===== config.mk =====
export PLATFORM = sky130hd
export DESIGN_NAME = cpu8_cond_stage
export DESIGN_NICKNAME = d
export VERILOG_FILES = /design/src/rtl/cpu8_pkg.sv /design/src/rtl/cpu8_cond_eval.sv /design/src/rtl/cpu8_cond_stage.sv
export SDC_FILE = /design/constraint.sdc
export NUM_CORES = 1
export LEC_CHECK = 0
export ABC_AREA = 0
export BUFFER_PORTS_ARGS = -buffer_cell sky130_fd_sc_hd__buf_2
export CORE_MARGIN = 5
export CORE_UTILIZATION = 40
export DETAILED_ROUTE_END_ITERATION = 16
export PLACE_DENSITY = 0.66
export SETUP_SLACK_MARGIN = 0.5
export SLEW_MARGIN = 20
export SYNTH_ARGS = -nofsm -noshare
export SYNTH_HDL_FRONTEND = slang
export SYNTH_HIERARCHICAL = 1
export SYNTH_SLANG_ARGS = --single-unit
export TNS_END_PERCENT = 30

===== constraint.sdc =====
create_clock -name clk -period 2.4 [get_ports clk]
set_input_delay 0.24 -clock clk [delete_from_list [all_inputs] [get_ports clk]]
set_output_delay 0.24 -clock clk [all_outputs]
set_load 0.005 [all_outputs]

===== src/rtl/cpu8_pkg.sv =====
// Shared encodings for the 8-bit CPU: condition codes and flag bit positions.
package cpu8_pkg;

  localparam logic [3:0] COND_NV = 4'd0;
  localparam logic [3:0] COND_AL = 4'd1;
  localparam logic [3:0] COND_EQ = 4'd2;
  localparam logic [3:0] COND_NE = 4'd3;
  localparam logic [3:0] COND_CS = 4'd4;
  localparam logic [3:0] COND_CC = 4'd5;
  localparam logic [3:0] COND_MI = 4'd6;
  localparam logic [3:0] COND_PL = 4'd7;
  localparam logic [3:0] COND_VS = 4'd8;
  localparam logic [3:0] COND_VC = 4'd9;
  localparam logic [3:0] COND_HI = 4'd10;
  localparam logic [3:0] COND_LS = 4'd11;
  localparam logic [3:0] COND_GE = 4'd12;
  localparam logic [3:0] COND_LT = 4'd13;
  localparam logic [3:0] COND_GT = 4'd14;
  localparam logic [3:0] COND_LE = 4'd15;

  // flags vector is {Z,N,C,V}
  localparam int FLG_Z = 3;
  localparam int FLG_N = 2;
  localparam int FLG_C = 1;
  localparam int FLG_V = 0;

endpackage


===== src/rtl/cpu8_cond_eval.sv =====
// Combinational condition-code evaluator; also used by the interrupt-mask logic.
module cpu8_cond_eval
  import cpu8_pkg::*;
(
  input  logic [3:0] cond,
  input  logic [3:0] flags,
  output logic       taken
);

  logic z, n, c, v;
  assign z = flags[FLG_Z];
  assign n = flags[FLG_N];
  assign c = flags[FLG_C];
  assign v = flags[FLG_V];

  // decode the condition against the supplied flags
  always_comb begin
    taken = 1'b0;
    case (cond)
      COND_NV: taken = 1'b0;
      COND_AL: taken = 1'b1;
      COND_EQ: taken = z;
      COND_NE: taken = !z;
      COND_CS: taken = c;
      COND_CC: taken = !c;
      COND_MI: taken = n;
      COND_PL: taken = !n;
      COND_VS: taken = v;
      COND_VC: taken = !v;
      COND_HI: taken = c && !z;
      COND_LS: taken = !c || z;
      COND_GE: taken = (n == v);
      COND_LT: taken = (n != v);
      COND_GT: taken = !z && (n == v);
      COND_LE: taken = z || (n != v);
      default: taken = 1'b0;
    endcase
  end

endmodule


===== src/rtl/cpu8_cond_stage.sv =====
// Flag/branch-resolve stage: flag register, registered branch decision with
// valid/ready handshake, and a saturating taken-branch counter.
module cpu8_cond_stage
  import cpu8_pkg::*;
#(
  parameter int DW    = 8,
  parameter int CNT_W = 16
) (
  input  logic             clk,
  input  logic             rst_n,
  input  logic             in_valid,
  output logic             in_ready,
  input  logic [DW-1:0]    in_result,
  input  logic             in_carry,
  input  logic             in_ovf,
  input  logic             in_flag_we,
  input  logic             in_is_br,
  input  logic [3:0]       in_cond,
  output logic             out_valid,
  input  logic             out_ready,
  output logic             out_taken,
  output logic [3:0]       flags,
  output logic [CNT_W-1:0] taken_cnt
);

  logic       accept;
  logic [3:0] flags_new;
  logic [3:0] flags_fwd;
  logic       eval_taken;

  // single output register: a new beat can enter whenever the slot drains this cycle
  assign in_ready = !out_valid || out_ready;
  assign accept   = in_valid && in_ready;

  // flags derived from this beat; Z tests the whole result vector
  always_comb begin
    flags_new        = '0;
    flags_new[FLG_Z] = (in_result == '0);
    flags_new[FLG_N] = in_result[DW-1];
    flags_new[FLG_C] = in_carry;
    flags_new[FLG_V] = in_ovf;
  end

  // forward this beat's flags so compare-and-branch resolves in one beat
  assign flags_fwd = in_flag_we ? flags_new : flags;

  cpu8_cond_eval u_eval (
    .cond  (in_cond),
    .flags (flags_fwd),
    .taken (eval_taken)
  );

  // architectural flag register, written only by accepted beats
  always_ff @(posedge clk or negedge rst_n) begin
    if (!rst_n)                   flags <= '0;
    else if (accept && in_flag_we) flags <= flags_new;
  end

  // decision register: load on accepted branch, otherwise drain on handshake
  always_ff @(posedge clk or negedge rst_n) begin
    if (!rst_n) begin
      out_valid <= 1'b0;
      out_taken <= 1'b0;
    end else if (accept && in_is_br) begin
      out_valid <= 1'b1;
      out_taken <= eval_taken;
    end else if (out_ready) begin
      out_valid <= 1'b0;
    end
  end

  // saturating count of accepted taken branches
  always_ff @(posedge clk or negedge rst_n) begin
    if (!rst_n)
      taken_cnt <= '0;
    else if (accept && in_is_br && eval_taken && (taken_cnt != {CNT_W{1'b1}}))
      taken_cnt <= taken_cnt + 1'b1;
  end

endmodule


======== After elaboration in Yosys (flattened, before gate mapping) ========
Index checks and enable logic that the tools add are counted.
storage, ports and cells
  input port bits ......................... 20
  output and inout bits ................... 23
  bits in registers ....................... 22
operators by class
  multiplexer cells ....................... 4
  add/subtract/negate cells ............... 1
  eq/ne operators ......................... 18
  reduce and logical (&&, ||, !) cells .... 18
operator list
  kind                     number
  $eq A4 B4 Y1 const B     8
  $add A16 B1 Y16 const B  1
  $eq A4 B3 Y1 const B     4
  $ne A16 B16 Y1 const B   1
  $pmux W1 S16             1
  $eq A4 B2 Y1 const B     2
  $logic_not A8 Y1         1
  $logic_and A1 B1 Y1      7
  $logic_not A1 Y1         5
  $eq A4 B1 Y1 const B     1
  $logic_not A4 Y1         1
  $mux W4                  1
  $logic_or A1 B1 Y1       3
  $mux W1                  2
  $reduce_bool A2 Y1       1
  $eq A1 B1 Y1             1
  $ne A1 B1 Y1             1

======== Logic depth before layout (Yosys ltp) ========
  depth in word-level cells ............... 7
  depth in mapped cells ................... 10
  depth with buffers taken out ............ 10

======== Cells and area by module ========
The synthesis kept the hierarchy.
by module, submodules not included
  module           cells an instance  area each (µm²)  times used
  cpu8_cond_stage  99                 1,119.8          1
  cpu8_cond_eval   19                 155.1            1

======== Worst setup path after synthesis ========
Ideal clock, no wire load.
  path kind ............................... input port to flip-flop
  start ................................... input port in_result[2]
  end ..................................... register taken_cnt[1]
  stages .................................. 10
  data arrival time ....................... 2.193 ns
  setup time .............................. 0.125 ns
  setup slack ............................. 0.082 ns
  cell sequence ........................... or4_1 > nor2_1 > mux2_2 > nand3b_1 > a2bb2oi_2 > xor2_1 > o221ai_2 > nand3_2 > nor2_2 > mux2_4
on the way
  longest elaborated chain between the ends .. 7
  elaborated cells between the ends (all ways) .. 10
  classes of those cells .................. mux: 2; reduce/logical: 8
ends and longest elaborated chain
  item                                           line                                                              RTL
  start: declaration                             cpu8_cond_stage.sv:13                                             input logic [DW-1:0] in_result,
  $logic_not A8 Y1 (*)                           cpu8_cond_stage.sv:38                                             flags_new[FLG_Z] = (in_result == '0);
  $mux W4 (*)                                    cpu8_cond_stage.sv:45                                             assign flags_fwd = in_flag_we ? flags_new : flags;
  named net flags_fwd[3]                         cpu8_cond_stage.sv:28                                             logic [3:0] flags_fwd;
  $logic_not A1 Y1                               cpu8_cond_eval.sv:23, cpu8_cond_eval.sv:30, cpu8_cond_eval.sv:34
  $logic_and A1 B1 Y1, on equally long branches  cpu8_cond_eval.sv:34, cpu8_cond_eval.sv:30
  $pmux W1 S16 (*)                               cpu8_cond_eval.sv:19                                              case (cond)
  named net eval_taken                           cpu8_cond_stage.sv:29                                             logic eval_taken;
  $logic_and A1 B1 Y1 (*) (2 in series)          cpu8_cond_stage.sv:76                                             else if (accept && in_is_br && eval_taken && (taken_cnt != {CNT_W{1'b1}}))
  end signal: assignment                         cpu8_cond_stage.sv:77                                             taken_cnt <= taken_cnt + 1'b1;
  end: declaration                               cpu8_cond_stage.sv:23                                             output logic [CNT_W-1:0] taken_cnt
Mark *: on every way through the listed nets, which the timed path passes. The rest lies on a longest branch.
A chain may end at the register's enable or synchronous reset.

======== Worst setup path after layout ========
  start ................................... input port in_result[7]
  end ..................................... register taken_cnt[9]
The elaborated chain is that of the path after synthesis.

==> run metrics <==
# setup viols final=0; critical-path cell list=buf_6 > or4_4 > nor2_4 > mux2_4 > nand3b_1 > a2bb2oi_2 > xor2_1 > o221ai_2 > nand4_1 > buf_6 > nor4b_4 > xor2_1; Iter 0 DRT Violations=93; Via Count=1145; cell row count=20; Achievable Freq=0.4398 GHz; status=finished clean; Internal=684.3 µW; Post-Syn Area=1275 µm²; grt ovf=0; sequential power share=49.4%; Clock Power Share=20.8%; final hold vios=0; syn_nets=139; Worst Hold Class=primary input to flop; register clock-pin slew on the reported worst setup and hold paths=0.13 ns; MaxCap Viol Count=0; Slew headroom=48.93%; Netlist cell types=36; TritonCTS Buffers=3; number of global-route vias before repair=1181; DIE AREA=4416 µm²; # diodes=0; crit path buf inv count=2; DR pass1 iterations=4; Switch Pwr=308.8 µW; largest stage delay on the critical path=0.55 ns; Cell Pwr Density=545.9 nW/µm²; gr usage total=15.35%; Critical Path RT=2.63 ns; Max Fanout on Critical Path=6; DRC viols=0; GPL Wtd Cong=0.9219; fillers=273; critical setup path kind=primary input to flop; CP Capture Type=flop; Max H-tree Level=1; FF+latch count, synth=22; CTS max path bufs=2; I/O Buffers=42; Cells after Synth=118; Final TNS setup=0 ns; Clock Skews=0.006877 ns; CTS tree=built; Setup crit start kind=primary input; IR drop worst, VDD=0.3904 mV; Slew Limit Fails=0; largest net degree at the start of global routing=23; later-pin clock latency in the skew report=0.31 ns; vias per inst=5.228; HPWL after detailed placement=2294 µm; Die X-Extent=66.46 µm; synth warn=6; Ports=43; crit path DAT=2.51 ns; Layout Nets=197; final WL=3280 µm; switch share=31.10%; initial core utilization=41.76%; area delta synth->final=42.69%; CTS Root Cell=clkbuf_4; post-route core utilization=59.59%; fin crit period=2.274 ns; layout cells sized above 1=50.29%; leakage power=0.8968 nW; total power=993.1 µW; Final Cycle Share=94.74%; most frequent cells in the layout=buf_2 (40), dfrtp_1 (22), xor2_1 (15); Least-Margin Pin Slew=0.7602 ns; delay-heaviest family, CP=simple AND/OR/NAND/NOR gates; Routed Antenna Nets=0; combinational share of power=29.8%; Worst path slowest cell=or4_4; initial antenna violation count=0; Die Height=66.46 µm; Seq/Total Area, Yosys=43.18%; WL per Instance=14.98 µm; syn_area_per_cell=10.80 µm²; CTS Sinks=22; commonest non-fill, non-tap cell in the layout=buf_2; first-pass GRT wire length=5202 µm; RSZ-0062 raised after global routing=yes; area of the core=3053 µm²
-- timing repair --
action / in CTS / in global routing
setup endpoints to repair: 16 / 17
gates resized for setup: 20 / 6
buffers inserted: 5 / 3
hold endpoints to repair: 22 / 0
pin swaps: 9 / 8
hold buffers: 1 / 0
-- stage by stage --
step	instances	area [µm²]	setup WS, ns	hold slack, ns
2_1_floorplan	118	1282	0.09036	-0.05559
3_3_place_gp	206	1569	-0.1420	0.2324
3_5_place_dp	206	1569	-0.2360	0.2353
4_1_cts	216	1767	0.1752	0.1316
5_1_grt	219	1819	0.01151	0.1415
6_report	219	1819	0.1262	0.1378
-- worst paths after layout --
| check | from | end | slack (ns) | cells after the start |
|---|---|---|---|---|
| min in group asynchronous | rst_n | taken_cnt[7] | 0.41 | 2 |
| max | in_result[7] | taken_cnt[9] | 0.13 | 12 |
| min | in_is_br | out_valid | 0.14 | 3 |
| min reg2reg | out_taken | out_taken | 0.50 | 2 |
| max in group asynchronous | rst_n | taken_cnt[13] | 1.66 | 2 |
| max reg2reg | flags[2] | taken_cnt[9] | 0.14 | 9 |
-- cells in the mapped netlist --
cell type / count / area, µm²
and4_1: 1 / 8.760
nand3_1: 6 / 30.03
a2bb2oi_2: 1 / 15.01
nor4_4: 1 / 21.27
nand3_2: 1 / 10.01
nand4_1: 3 / 18.77
and2_1: 2 / 12.51
or4_1: 2 / 15.01
dfrtp_1: 22 / 550.5
nor3b_1: 1 / 7.510
xnor2_1: 2 / 17.52
mux2i_1: 1 / 10.01
o221ai_2: 1 / 15.01
nand2_1: 12 / 45.04
nor2_1: 4 / 15.01
a21oi_1: 2 / 10.01
o22ai_1: 1 / 6.260
nand4_2: 2 / 25.02
clkbuf_1: 1 / 3.750
a32oi_2: 1 / 16.27
xor2_2: 1 / 16.27
and3_1: 3 / 18.77
nor2_2: 1 / 6.260
mux2_4: 1 / 15.01
nor2b_1: 1 / 6.260
nor4_1: 6 / 37.54
nor4b_1: 2 / 17.52
nand2b_1: 2 / 12.51
nand3b_1: 1 / 7.510
mux2_2: 9 / 101.4
o21ai_0: 1 / 5.000
ha_1: 1 / 12.51
inv_1: 1 / 3.750
xor2_1: 15 / 131.4
clkbuf_2: 1 / 5.000
nor3_1: 5 / 25.02
-- logic make-up (layout without fill, tap and decap cells) --
group	count (synthesis)	in the layout	synth area share (%)
AOI/OAI and AO/OA	7	7	5.299
xor gates and xnor gates	18	18	12.95
adders and majority gates	1	1	0.9812
buffers and inverters	3	60	0.9804
DFF	22	22	43.18
muxes	11	11	9.912
and+or+nand+nor	56	56	26.69
-- worst min-delay path, cell delays in order --
cell and delay [ns]:
buf_2 0.08, nand2_1 0.05, nand2_1 0.05
-- sequential cells by signal (all words and copies together) (netlist names) --
| register | flops |
|---|---|
| flags | 4 |
| out_valid | 1 |
| out_taken | 1 |
| taken_cnt | 16 |
-- layout make-up --
class	instances	area (µm²)	area share, %
flip-flops and latches	22	550.5	30.26
multi-input cells	93	839.6	46.15
inverters	1	3.754	0.2063
well taps	44	55.05	3.026
clock buffers	4	36.28	1.995
repair buffers	55	334.1	18.36
-- power groups by stage --
stage	logic [mW]	registers, mW	clock network (mW)
floorplan	0.140	0.494	0
global placement	0.249	0.493	0
detailed placement	0.254	0.498	0
CTS	0.288	0.491	0.217
global route	0.325	0.504	0.231
finish	0.296	0.490	0.206
-- per-layer routing --
layer,GRT usage [%],part of all wire [%],vias up
li1,-,-,548
met1,17.52,41,569
met2,28.00,53,26
met3,4.553,5.2,2
met4,3.299,0.40,0
met5,0,0,-
No activity file was read; power rests on OpenSTA's default activity.
